### config.mk
export PLATFORM = sky130hd
export DESIGN_NAME = crc32_engine
export DESIGN_NICKNAME = d
export VERILOG_FILES = /design/src/rtl/POLI_types_pkg.sv /design/src/rtl/crc32_bit_step.sv /design/src/rtl/crc32_engine.sv
export SDC_FILE = /design/constraint.sdc
export NUM_CORES = 1
export LEC_CHECK = 0
export BUFFER_PORTS_ARGS = -buffer_cell sky130_fd_sc_hd__buf_4
export CAP_MARGIN = 20
export CORE_MARGIN = 2
export CORE_UTILIZATION = 49
export DETAILED_ROUTE_END_ITERATION = 8
export HOLD_SLACK_MARGIN = 0.02
export PLACE_DENSITY = 0.71
export SLEW_MARGIN = 30
export SYNTH_ARGS = -nofsm -noshare
export SYNTH_HDL_FRONTEND = slang
export SYNTH_HIERARCHICAL = 1
export SYNTH_SLANG_ARGS = --single-unit
### constraint.sdc
create_clock -name CLK -period 3.1 [get_ports CLK]
set_input_delay 0.465 -clock CLK [delete_from_list [all_inputs] [get_ports CLK]]
set_output_delay 0.465 -clock CLK [all_outputs]
set_load 0.1 [all_outputs]
### src/rtl/POLI_types_pkg.sv
// ===========================================================================
// POLI_types_pkg : shared types and constants for the POLI datapath blocks
// Revision 1.0
// ===========================================================================
`default_nettype none

package POLI_types_pkg;

  localparam int          WORD_SIZE  = 32;
  localparam logic [31:0] CRC32_POLY = 32'hEDB88320;
  localparam logic [31:0] CRC32_INIT = 32'hFFFFFFFF;

  typedef enum logic [0:0] {
    CRC_IDLE = 1'b0,
    CRC_BUSY = 1'b1
  } crc_state_t;

endpackage

`default_nettype wire

### src/rtl/crc32_bit_step.sv
// ===========================================================================
// crc32_bit_step : one reflected CRC-32 bit update with orient-selected XNOR taps
// Revision 1.0
// ===========================================================================
`default_nettype none

module crc32_bit_step
  import POLI_types_pkg::*;
(
  input  logic [WORD_SIZE-1:0] crc_i,
  input  logic                 d_i,
  input  logic [WORD_SIZE-1:0] orient_i,
  output logic [WORD_SIZE-1:0] crc_o
);

  logic w_fb;

  assign w_fb  = crc_i[0] ^ d_i;
  // An orient bit on a tap inverts that tap's XOR, i.e. turns it into XNOR.
  assign crc_o = (crc_i >> 1) ^ (w_fb ? CRC32_POLY : '0) ^ (orient_i & CRC32_POLY);

endmodule

`default_nettype wire

### src/rtl/crc32_engine.sv
// ===========================================================================
// crc32_engine : multi-cycle polymorphic CRC-32 folding one 32-bit word per start
// Revision 1.0
// ===========================================================================
`default_nettype none

module crc32_engine
  import POLI_types_pkg::*;
#(
  parameter int BITS_PER_CYCLE = 8
) (
  input  logic                 CLK,
  input  logic                 nRST,
  input  logic [WORD_SIZE-1:0] crc_data_in,
  input  logic                 crc_start,
  input  logic                 crc_reset,
  input  logic [WORD_SIZE-1:0] crc_orient,
  output logic [WORD_SIZE-1:0] crc_data_out,
  output logic                 crc_ready
);

  localparam int STEPS = WORD_SIZE / BITS_PER_CYCLE;
  localparam int CW    = $clog2(STEPS) + 1;
  localparam logic [CW-1:0] LAST_STEP = CW'(STEPS - 1);

  if (!(BITS_PER_CYCLE == 1 || BITS_PER_CYCLE == 2 || BITS_PER_CYCLE == 4 ||
        BITS_PER_CYCLE == 8 || BITS_PER_CYCLE == 16 || BITS_PER_CYCLE == 32))
  begin : g_bad_bits_per_cycle
    $error("crc32_engine: BITS_PER_CYCLE must be 1, 2, 4, 8, 16 or 32");
  end

  crc_state_t           state_q, state_d;
  logic [WORD_SIZE-1:0] crc_q, crc_d;
  logic [WORD_SIZE-1:0] result_q, result_d;
  logic [WORD_SIZE-1:0] data_q, data_d;
  logic [WORD_SIZE-1:0] orient_q, orient_d;
  logic [CW-1:0]        cnt_q, cnt_d;
  logic [WORD_SIZE-1:0] w_crc_next;

  // Each stage owns its own nets so the chain is not one self-referencing vector.
  for (genvar i = 0; i < BITS_PER_CYCLE; i++) begin : g_step
    logic [WORD_SIZE-1:0] w_in;
    logic [WORD_SIZE-1:0] w_out;
    if (i == 0) begin : g_first
      assign w_in = crc_q;
    end else begin : g_next
      assign w_in = g_step[i-1].w_out;
    end
    crc32_bit_step u_step (
      .crc_i    (w_in),
      .d_i      (data_q[i]),
      .orient_i (orient_q),
      .crc_o    (w_out)
    );
  end

  assign w_crc_next = g_step[BITS_PER_CYCLE-1].w_out;

  always_ff @(posedge CLK or negedge nRST) begin
    if (!nRST) begin
      state_q  <= CRC_IDLE;
      crc_q    <= CRC32_INIT;
      result_q <= '0;
      data_q   <= '0;
      orient_q <= '0;
      cnt_q    <= '0;
    end else begin
      state_q  <= state_d;
      crc_q    <= crc_d;
      result_q <= result_d;
      data_q   <= data_d;
      orient_q <= orient_d;
      cnt_q    <= cnt_d;
    end
  end

  always_comb begin
    state_d  = state_q;
    crc_d    = crc_q;
    result_d = result_q;
    data_d   = data_q;
    orient_d = orient_q;
    cnt_d    = cnt_q;
    if (crc_reset) begin
      state_d  = CRC_IDLE;
      crc_d    = CRC32_INIT;
      result_d = '0;
    end else begin
      case (state_q)
        CRC_IDLE: begin
          if (crc_start) begin
            data_d   = crc_data_in;
            orient_d = crc_orient;
            cnt_d    = '0;
            state_d  = CRC_BUSY;
          end
        end
        CRC_BUSY: begin
          crc_d  = w_crc_next;
          data_d = data_q >> BITS_PER_CYCLE;
          cnt_d  = cnt_q + CW'(1);
          if (cnt_q == LAST_STEP) begin
            result_d = ~w_crc_next;
            state_d  = CRC_IDLE;
          end
        end
        default: state_d = CRC_IDLE;
      endcase
    end
  end

  assign crc_data_out = result_q;
  assign crc_ready    = (state_q == CRC_IDLE);

endmodule

`default_nettype wire

; ---- Word level (Yosys, flattened, before mapping)
; Index checks and enable logic that the tools add are counted.
[totals]
ff_bits = 132
out_inout_bits = 33
[op_classes]
addsub = 1
n_eq_ne = 2
muxes = 21
bitwise = 27
reduce_logical = 5
[op_table]
columns = op, n
row1 = $mux W32, 14
row2 = $xor A31 B32 Y32, 8
row3 = $xor A32 B32 Y32, 8
row4 = $pmux W32 S2, 1
row5 = $not A32 Y32, 1
row6 = $xor A1 B1 Y1, 8
row7 = $pmux W3 S2, 1
row8 = $reduce_and A2 Y1, 2
row9 = $reduce_bool A2 Y1, 2
row10 = $add A3 B1 Y3 const B, 1
row11 = $eq A3 B2 Y1 const B, 1
row12 = $mux W1, 3
row13 = $mux W3, 1
row14 = $reduce_and A3 Y1, 1
row15 = $ne A2 B2 Y1 const B, 1
row16 = $not A1 Y1, 2
row17 = $pmux W1 S2, 1

; ---- Depth between registers and ports, before layout
[depth]
word_depth = 36
mapped_depth = 17
ltp_nobuf = 14

; ---- Cells and area by module
; Netlist, hierarchy kept.
[by_module_without_submodules]
columns = module, instances, cells_per_inst, area_each_um2, seq_area_each_um2
row1 = crc32_engine, 1, 471, 6029.5, 3343.2
row2 = crc32_bit_step, 8, 47, 410.4, 0.0

; ---- Worst setup path after synthesis
; OpenSTA, ideal clock, no wires.
[synth_timing]
path_type = register to register
start = reg crc_q[0]
end = reg crc_q[24]
setup_time_ns = 0.082
arrival_ns = 3.126
required_ns = 3.018
slack_ns = -0.108
stages_incl_launch_ff = 18
n_path_buf = 3
period_less_slack_ns = 3.208
path_cell_list = dfstp_2 -> xor2_2 -> buf_8 -> xor2_2 -> xnor2_1 -> xnor2_1 -> xnor2_1 -> xnor2_1 -> buf_4 -> xnor2_1 -> xnor2_1 -> xnor2_1 -> xnor2_1 -> buf_4 -> xnor2_1 -> xnor2_1 -> and2_1 -> a211o_1
[synth_between]
elab_chain_len = 20
[synth_rtl]
columns = item, line
row1 = from (decl), crc32_engine.sv:33  ; logic [WORD_SIZE-1:0] crc_q, crc_d;
row2 = from (signal assigned), crc32_engine.sv:69  ; crc_q <= crc_d;
row3 = $xor A1 B1 Y1, crc32_bit_step.sv:18  ; assign w_fb = crc_i[0] ^ d_i;
row4 = $mux W32, crc32_bit_step.sv:20  ; assign crc_o = (crc_i >> 1) ^ (w_fb ? CRC32_POLY : '0) ^ (orient_i & CRC32_POLY);
row5 = $xor A31 B32 Y32, crc32_bit_step.sv:20
row6 = $xor A32 B32 Y32, crc32_bit_step.sv:20
row7 = via g_step[0].w_out[31], crc32_engine.sv:43  ; logic [WORD_SIZE-1:0] w_out;
row8 = $xor A31 B32 Y32, crc32_bit_step.sv:20
row9 = $xor A32 B32 Y32, crc32_bit_step.sv:20
row10 = via g_step[1].w_out[30], crc32_engine.sv:43
row11 = [... 2 more ...], --
row12 = via g_step[2].w_out[29], crc32_engine.sv:43
row13 = [... 2 more ...], --
row14 = via g_step[3].w_out[28], crc32_engine.sv:43
row15 = [... 2 more ...], --
row16 = via g_step[4].w_out[27], crc32_engine.sv:43
row17 = [... 2 more ...], --
row18 = via g_step[5].w_out[26], crc32_engine.sv:43
row19 = $xor A31 B32 Y32, crc32_bit_step.sv:20
row20 = $xor A32 B32 Y32, crc32_bit_step.sv:20
row21 = via g_step[6].w_out[25], crc32_engine.sv:43
row22 = $xor A31 B32 Y32, crc32_bit_step.sv:20
row23 = $xor A32 B32 Y32, crc32_bit_step.sv:20
row24 = via g_step[7].w_out[24], crc32_engine.sv:43
row25 = $mux W32, crc32_engine.sv:89  ; case (state_q)
row26 = $mux W32, crc32_engine.sv:84  ; if (crc_reset) begin
; The timed path passes the listed nets, and every way through them passes these cells. The select of a mux whose other input is x is not followed.
; A chain may end at the register's enable or synchronous reset.

; ---- Worst setup path in the final report
[layout_timing]
start = reg crc_q[0]
end = reg crc_q[22]
[layout_between]
elab_cells_between_ends = 22
classes_between = 4 x mux / 18 x bitwise
[layout_lines]
columns = item, line
row1 = $xor A1 B1 Y1, crc32_bit_step.sv:18
row2 = $mux W32, crc32_bit_step.sv:20
row3 = $xor A31 B32 Y32, crc32_bit_step.sv:20
row4 = $xor A32 B32 Y32, crc32_bit_step.sv:20
row5 = via g_step[0].w_out[29], crc32_engine.sv:43
row6 = $xor A31 B32 Y32, crc32_bit_step.sv:20
row7 = $xor A32 B32 Y32, crc32_bit_step.sv:20
row8 = $xor A31 B32 Y32, crc32_bit_step.sv:20
row9 = [... 1 more ...], --
row10 = via g_step[2].w_out[27], crc32_engine.sv:43
row11 = [... 2 more ...], --
row12 = via g_step[3].w_out[26], crc32_engine.sv:43
row13 = [... 4 more ...], --
row14 = via g_step[5].w_out[24], crc32_engine.sv:43
row15 = $xor A31 B32 Y32, crc32_bit_step.sv:20
row16 = $xor A32 B32 Y32, crc32_bit_step.sv:20
row17 = via g_step[6].w_out[23], crc32_engine.sv:43
row18 = $xor A31 B32 Y32, crc32_bit_step.sv:20
row19 = $xor A32 B32 Y32, crc32_bit_step.sv:20
row20 = $mux W32, crc32_engine.sv:89
row21 = $mux W32, crc32_engine.sv:84
; The timed path passes the listed nets, and every way through them passes these cells. The select of a mux whose other input is x is not followed.

==> impl_results.md <==
* Status: finished clean
* Post-layout min period at 3080 ps
* Highest routed metal layer: met4
* Largest net degree at the start of global routing at 69
* Achievable Freq at 324 MHz
* Post-Route Utilization at 0.529
* Site Rows at 48
* IO Count at 101
* Worst Skew at 7.27 ps
* Critical path fanouts, max at 5
* Synthesis Warnings at 6
* Final Worst Setup Slack at 16.5 ps
* Vias in the first global route at 5176
* H-tree Lvls at 4
* Critical path class: reg2reg
* WL met1 at 7.62 mm
* HP Class: in2async
* Reg-to-reg slack, setup at 20 ps
* DIE AREA at 0.0188 mm²
* Synth-to-layout area growth at 5.65%
* R2r endpoint: crc_q[22]$_DFFE_PN1P_
* Final setup vio count at 0
* CP arrival at 3430 ps
* Maximum clock insertion buffer count at 2
* Cell Chain, Critical Path: xor2_4 > buf_12 > buf_4 > buf_8 > buf_4 > xnor2_2 > xnor2_1 > xnor2_1 > xnor2_1 > xnor2_1 > xnor2_1 > xnor2_1 > xnor2_1 > xnor2_1 > and2_1 > a211o_1
* Setup WS pre-CTS at -9.86 ps
* Worst-Skew Late Latency at 420 ps
* Num CTS Buffers at 17
* Hold Worst Slack at 54.0 ps
* Pre-antenna DRT Iters at 4
* Vias at 5099
* Sinks on Clock Net at 114
* Slew HR at 0.380
* GRT Total Usage at 0.190
* CP required at 3450 ps
* Core footprint at 0.0173 mm²
* Final #Nets at 816
* Pleak at 0.00356 µW
* Clk pin slew, worst setup/hold paths at 50 ps
* Most common cell on crit path: xnor2_1
* RSZ-0062 raised after global routing: true
* Initial Util at 0.501
* Measured slew at the worst slew-check pin at 930 ps
* Metal3 WL at 587 µm
* Met2 WL at 8.16 mm
* First-pass GRT wire length at 27.6 mm
* Crit start category: flop
* Vias/cell at 5.19
* Die Wd at 137 µm
* CTS tree: done
* Antenna viol nets, final at 0
* Fraction of layout cells with a size suffix above 1 at 0.379
* PwrDens at 1300 mW/mm²
* DIE HEIGHT at 137 µm
* Post-Syn Area at 0.00866 mm²
* IO Port Bufs at 82
* RR Startpoint: crc_q[0]$_DFFE_PN1P_
* Post-synthesis cell count at 811
* Dpl hpwl at 10.9 mm
* CP max stage cell: dfstp_2
* Syn_area_per_cell at 10.7 µm²
* DR DRC count at 0
* Max-slew violations at 0
* Final Hold Vio Count at 0
* Max VDD drop at 0.634 mV
* WL/cell at 16.9 µm
* Design Power at 11900 µW
* Post-Route WL at 16.6 mm
* N_diodes at 0
* CP Capture Type: flop
* Iteration-0 DRC Markers at 256
* Synthesized Nets at 881
* Initial antenna violation count at 0
* Aggregate global routing overflow at 0
* Setup TNS at 0 ps
* Clk Tree Root Cell: clkbuf_16
* CP peak stage delay at 570 ps
* Final worst-path cycle share at 0.995
* R2r worst-path depth at 16
* GPL Wtd Cong at 0.801
* Max-Cap Viols at 0
-- area by class of cell --
| cell class | instances | area, µm² |
|---|---|---|
| Sequential cell | 114 | 2900 |
| Inverter | 12 | 45.0 |
| Clock buffer | 21 | 470 |
| Timing Repair Buffer | 119 | 955 |
| Clock inverter | 10 | 133 |
| Multi-Input combinational cell | 482 | 4370 |
| Tap cell | 225 | 282 |
| Fill cell | 1544 | 8150 |
-- power by group --
| part | switching [µW] | internal [µW] | total [µW] | leakage [µW] |
|---|---|---|---|---|
| logic | 3460 | 4250 | 7710 | 0.00191 |
| registers | 313 | 1850 | 2170 | 0.00136 |
| clock network | 678 | 1310 | 1990 | 0.000291 |
| total | 4450 | 7420 | 11900 | 0.00356 |
-- registers in the layout, summed over array words and instances (netlist names) --
name and count:
cnt_q 3, crc_data_out 32, orient_q 14, crc_q 32
data_q 32, state_q 1
-- cells in the final DEF, fill, tap and decap left out, drive strengths merged, types with 4 or more instances in the layout --
cell type,count
xnor2,208
inv,12
mux2,14
nand2,8
dfstp,32
or4b,24
a211o,32
buf,119
clkinv,4
clkbuf,21
xor2,16
o221ai,8
a21oi,33
dfrtp,82
and2,32
nand3b,40
a21bo,32
o221a,24
-- routing by layer --
| metal | track usage | vias to the layer above |
|---|---|---|
| li1 | - | 2450 |
| met1 | 0.254 | 2529 |
| met2 | 0.304 | 105 |
| met3 | 0.0411 | 15 |
| met4 | 0.0653 | 0 |
| met5 | 0 | - |
-- how the worst max path moves through the flow --
| stage | slack, ps | end | start | cells after the start |
|---|---|---|---|---|
| floorplan | -50 | crc_q[24]$_DFFE_PN1P_ | crc_q[0]$_DFFE_PN1P_ | 17 |
| global placement | 30 | crc_q[23]$_DFFE_PN1P_ | crc_q[0]$_DFFE_PN1P_ | 15 |
| detailed placement | -10 | crc_q[23]$_DFFE_PN1P_ | crc_q[0]$_DFFE_PN1P_ | 15 |
| CTS | 3 | crc_q[24]$_DFFE_PN1P_ | crc_q[0]$_DFFE_PN1P_ | 15 |
| global route | -200 | crc_data_out[24]$_DFFE_PN0P_ | crc_q[0]$_DFFE_PN1P_ | 15 |
| finish | 20 | crc_q[22]$_DFFE_PN1P_ | crc_q[0]$_DFFE_PN1P_ | 16 |
-- per-stage QoR --
step	cell area (µm²)	std cells
after floorplan	8740	811
after global placement	8410	946
after detailed placement	8410	946
after CTS	9050	979
after global routing	9150	983
final	9150	983
-- worst max-delay path: cells and delay by family (launching register included) --
kind	cells	cell delay, ps
AOI/OAI and AO/OA	1	260
xor gates and xnor gates	10	1570
buffers and inverters	4	490
DFF	1	570
and+or+nand+nor	1	140
-- what timing repair did --
| action | CTS | global route |
|---|---|---|
| setup endpoints to repair | 2 | 11 |
| pin swaps | 12 | 41 |
| resized for setup | 3 | 10 |
| hold endpoints to repair | 0 | 0 |
| hold buffers | 0 | 0 |
| setup buffers | 2 | 4 |
(Power assumes the default switching activity.)
